$ cat config.mk
export PLATFORM = sky130hd
export DESIGN_NAME = dm_arbiter
export DESIGN_NICKNAME = d
export VERILOG_FILES = /design/src/rtl/dm_arbiter.sv
export SDC_FILE = /design/constraint.sdc
export NUM_CORES = 1
export LEC_CHECK = 0
export ABC_AREA = 1
export CAP_MARGIN = 25
export CORE_MARGIN = 2
export CORE_UTILIZATION = 34
export DETAILED_ROUTE_END_ITERATION = 8
export HOLD_SLACK_MARGIN = 0.08
export PLACE_DENSITY = 0.77
export SETUP_SLACK_MARGIN = 0.1
export SYNTH_ARGS = -nofsm -noshare
export SYNTH_HDL_FRONTEND = slang
export SYNTH_SLANG_ARGS = --single-unit
$ cat constraint.sdc
create_clock -name clk -period 1.45 [get_ports clk]
set_clock_uncertainty 0.2 [all_clocks]
set_input_delay 0.145 -clock clk [delete_from_list [all_inputs] [get_ports clk]]
set_output_delay 0.145 -clock clk [all_outputs]
set_load 0.05 [all_outputs]
$ cat src/rtl/dm_arbiter.sv
// Two-requester arbiter sharing the single-port data memory between the core
// load/store path (R0) and the debug/loader port (R1), with lock and hand-off.
module dm_arbiter #(
  parameter int unsigned AW      = 8,
  parameter int unsigned DW      = 8,
  parameter int unsigned MAXLOCK = 4
) (
  input  logic          clk,
  input  logic          reset,
  input  logic          req0,
  input  logic          req1,
  input  logic          we0,
  input  logic          we1,
  input  logic          lock0,
  input  logic          lock1,
  input  logic [AW-1:0] addr0,
  input  logic [AW-1:0] addr1,
  input  logic [DW-1:0] wdata0,
  input  logic [DW-1:0] wdata1,
  output logic          gnt0,
  output logic          gnt1,
  output logic          rvalid0,
  output logic          rvalid1,
  output logic [DW-1:0] rdata0,
  output logic [DW-1:0] rdata1,
  output logic          mem_en,
  output logic          mem_we,
  output logic [AW-1:0] mem_addr,
  output logic [DW-1:0] mem_wdata,
  input  logic [DW-1:0] mem_rdata,
  output logic          busy
);

  localparam int unsigned CW = 4;
  localparam logic [CW-1:0] LOCK_MAX = CW'(MAXLOCK);

  typedef enum logic [1:0] {
    OWN_NONE = 2'd0,
    OWN_R0   = 2'd1,
    OWN_R1   = 2'd2
  } owner_e;

  owner_e        owner_q, owner_d;
  logic          last_q, last_d;      // 0: R0 granted most recently, 1: R1
  logic [CW-1:0] lockcnt_q, lockcnt_d;
  logic          rvalid0_q, rvalid0_d;
  logic          rvalid1_q, rvalid1_d;
  logic [DW-1:0] rhold0_q, rhold0_d;
  logic [DW-1:0] rhold1_q, rhold1_d;
  logic          sel0, sel1;
  logic [CW-1:0] cnt_inc;

  // Grant selection: owner first (unless its lock budget is spent), then round-robin
  always_comb begin
    sel0 = 1'b0;
    sel1 = 1'b0;
    if (owner_q == OWN_R0 && req0) begin
      if (lockcnt_q == LOCK_MAX && req1) sel1 = 1'b1;
      else                               sel0 = 1'b1;
    end else if (owner_q == OWN_R1 && req1) begin
      if (lockcnt_q == LOCK_MAX && req0) sel0 = 1'b1;
      else                               sel1 = 1'b1;
    end else if (req0 && req1) begin
      if (last_q) sel0 = 1'b1;
      else        sel1 = 1'b1;
    end else begin
      sel0 = req0;
      sel1 = req1;
    end
  end

  assign cnt_inc = (lockcnt_q == LOCK_MAX) ? lockcnt_q : lockcnt_q + CW'(1);

  always_comb begin
    owner_d   = OWN_NONE;
    lockcnt_d = '0;
    last_d    = last_q;
    if (sel0) begin
      last_d = 1'b0;
      if (lock0) begin
        owner_d   = OWN_R0;
        lockcnt_d = (owner_q == OWN_R0) ? cnt_inc : CW'(1);
      end
    end else if (sel1) begin
      last_d = 1'b1;
      if (lock1) begin
        owner_d   = OWN_R1;
        lockcnt_d = (owner_q == OWN_R1) ? cnt_inc : CW'(1);
      end
    end
  end

  // Memory port mux; idle port drives zeros
  always_comb begin
    mem_en    = sel0 | sel1;
    mem_we    = 1'b0;
    mem_addr  = '0;
    mem_wdata = '0;
    if (sel0) begin
      mem_we    = we0;
      mem_addr  = addr0;
      mem_wdata = wdata0;
    end else if (sel1) begin
      mem_we    = we1;
      mem_addr  = addr1;
      mem_wdata = wdata1;
    end
  end

  // Read data passes through in the return cycle and is held afterwards
  always_comb begin
    rvalid0_d = sel0 & ~we0;
    rvalid1_d = sel1 & ~we1;
    rdata0    = rvalid0_q ? mem_rdata : rhold0_q;
    rdata1    = rvalid1_q ? mem_rdata : rhold1_q;
    rhold0_d  = rdata0;
    rhold1_d  = rdata1;
  end

  always_ff @(posedge clk or negedge reset) begin
    if (!reset) begin
      owner_q   <= OWN_NONE;
      last_q    <= 1'b1;
      lockcnt_q <= '0;
      rvalid0_q <= 1'b0;
      rvalid1_q <= 1'b0;
      rhold0_q  <= '0;
      rhold1_q  <= '0;
    end else begin
      owner_q   <= owner_d;
      last_q    <= last_d;
      lockcnt_q <= lockcnt_d;
      rvalid0_q <= rvalid0_d;
      rvalid1_q <= rvalid1_d;
      rhold0_q  <= rhold0_d;
      rhold1_q  <= rhold1_d;
    end
  end

  assign gnt0    = sel0;
  assign gnt1    = sel1;
  assign rvalid0 = rvalid0_q;
  assign rvalid1 = rvalid1_q;
  assign busy    = (owner_q != OWN_NONE);

endmodule
==> summary.txt <==
Worst slack, placed: -0.5655 ns
Initial antenna violation count: 0
Largest cells by area after synthesis: dfrtp_1 41%, nand2_1 17%, mux2_2 12%
Pleak: 1.681 nW
Mean Syn Cell Area: 7.844 sq um
Total CTS buffers: 3
DPL Wire Length: 3.806 mm
Yosys synthesis warning count: 0
Slew headroom: 0.8405
Critical path class: flip-flop to primary output
Area growth, synth to finish: 144.3%
Post-layout net count: 357
Number of synthesized flops with an enable pin: 0
Drc violations: 0
Clock transition at path regs: 0.09 ns
Hold path cells: 2
Worst Max-Slew Pin Slew: 0.2377 ns
H-tree Lvls: 1
Final WL: 5.786 mm
Core area: 4058 sq um
Initial Util: 0.3595
Total Routing Usage GR: 0.2302
WL/cell: 16.25 um
Area post-placement: 3137 sq um
Vias per inst: 4.919
Mapped Nets: 236
FILL cells: 183
Clock tree buffer depth: 2
CTS root buf: clkbuf_8
Yosys top cell area share: 0.4117
Max cap viols: 0
Row Count: 23
Pwr dens: 1575 nW/um^2
Failing checks: setup timing
Io pins: 87
Area of the mapped netlist: 1459 sq um
Share of cells above drive strength 1: 0.5556
First-pass DRT Iterations: 6
Yosys top cell by area: dfrtp_1
Data arrival, critical path: 1.74 ns
Gpl congestion: 0.8975
Top cells by count, synth: 65 x nand2_1, 27 x nand3_1, 24 x dfrtp_1
Sequential fraction of the synthesis area: 0.4297
DRT iter0 DRCs: 87
Die W: 69.51 um
Most used DFF post-synth: dfrtp_1
Final Max Tran Viols: 0
Crit start category: flip-flop
RSZ-0062 raised after global routing: true
Min-Delay Path Class: input port to flip-flop
Worst skew pair latency: 0.26 ns
CTS tree: yes
Ant. Diodes: 0
Count leader, synth: nand2_1
Die area: 4831 sq um
Routed Antenna Nets: 0
Critical path fanouts, max: 5
Netlist cell types: 19
Pin count of the biggest net entering global routing: 26
Ys async rst share: 1.000
Via Count: 1751
Status: finished, violations left
Fin crit share: 1.436
Worst vdd ir: 0.8669 mV
Final Hold Viols: 0
Crit path capture type: primary output
Post-layout instance area: 3563 sq um
Chip Height: 69.51 um
Minimum clock period: 2.082 ns
PnR worst setup slack: -0.6316 ns
R2r worst-path depth: 10
Register bit count reported by yosys: 25
Buffers on Ports: 86
Worst EP required: 1.11 ns
First-pass GRT wire length: 8.949 mm
Final setup viols: 45
Mapped Cells: 186
Global route total overflow: 0
Vias in the first global route: 1928
F_max: 480.4 MHz
Clock sink count: 25
## layout by cell type, fill, tap and decap left out
master            n
nand3_2          15
nor2_4            2
inv_2             5
mux2_4           16
nand2_2          22
nor3_1            2
nand3_1          10
buf_12           41
nand2_1          24
dfrtp_1          22
nand4_1           2
clkbuf_8          3
buf_6            13
ha_4              1
clkinvlp_4        2
nand2_4          21
dfrtp_2           2
ha_1              1
inv_1            14
o21ai_1           1
nor2_1           11
buf_4            20
nand3_4           3
clkdlybuf4s50_1  47
dlygate4sd3_1     1
dfstp_2           1
o21ai_0           1
buf_8             1
nand2_8           2
## timing repair
| action | in CTS | in global routing |
|---|---|---|
| resized for setup | 41 | 24 |
| setup endpoints to repair | 48 | 53 |
| buffers inserted | 13 | 6 |
| endpoints found under the hold margin | 24 | 0 |
| gates cloned | 3 | 0 |
| pin swaps | 1 | 3 |
| hold buffers | 1 | 0 |
## report_power, final
part	internal, mW	total, mW	switching [mW]
Clock	0.194	0.411	0.216
Sequential	0.906	0.994	0.0882
Combinational	2.06	4.21	2.15
Total	3.16	5.61	2.46
## stage by stage
step	hold WS (ns)	util	instances	power (mW)	setup TNS, ns
5_1_grt	0.2876	0.8782	356	5.825	-21.72
3_5_place_dp	0.2794	0.7731	336	4.799	-13.72
2_1_floorplan	-0.3506	-	186	3.025	-5.820
3_3_place_gp	0.2808	0.7731	336	4.739	-13.29
6_report	0.2580	0.8782	356	5.611	-17.85
4_1_cts	0.2301	0.8597	355	5.479	-17.32
## cell type report
cell class / instances / area (sq um) / area share
well taps: 50 / 62.56 / 0.01756
clock buffers: 3 / 41.29 / 0.01159
multi-input cells: 134 / 1131 / 0.3174
clock inverters: 1 / 7.507 / 0.002107
inverters: 20 / 78.83 / 0.02212
repair buffers: 123 / 1613 / 0.4526
flip-flops and latches: 25 / 629.4 / 0.1766
## critical path: stages (launching register included)
cell and delay, ns:
dfrtp_1 0.40, inv_2 0.07, ha_4 0.15, nand4_1 0.11, nand2_2 0.10, nand2_2 0.07, nand2_4 0.12, buf_6 0.15
nand3_2 0.09, nand2_4 0.08, buf_12 0.13
## path summary, 6_finish.rpt
kind	startpoint	end	slack, ns
max in group asynchronous	reset	last_q	0.26
max	lockcnt_q[1]	mem_wdata[5]	-0.63
min in group asynchronous	reset	owner_q[1]	0.57
min reg2reg	rhold1_q[0]	rhold1_q[0]	0.33
max reg2reg	lockcnt_q[1]	lockcnt_q[2]	-0.28
min	we0	rvalid0	0.26
## sequential cells by signal, summed over array words and instances, names as in the netlist
register	cells
last_q	1
rhold0_q	8
rvalid0	1
rhold1_q	8
owner_q	2
rvalid1	1
lockcnt_q	4
## routing by layer
| layer | vias up | GRT usage | wire [um] |
|---|---|---|---|
| met3 | 12 | 0.06395 | 505 |
| met4 | 0 | 0.07625 | 146 |
| met2 | 93 | 0.4391 | 3078 |
| met5 | - | 0 | 0 |
| met1 | 821 | 0.2396 | 2057 |
| li1 | 825 | - | - |
## logic make-up (layout without fill, tap and decap cells)
family                   count (synthesis)  in the layout  share of synthesized area
AO/OA/AOI/OAI                            2              2                   0.006861
AND/OR/NAND/NOR                        113            114                     0.3336
flip-flops                              25             25                     0.4297
buffers and inverters                   28            147                    0.08919
adder cells (fa/ha/maj)                  2              2                    0.01715
multiplexers                            16             16                     0.1235
No activity file was read; power rests on OpenSTA's default activity.
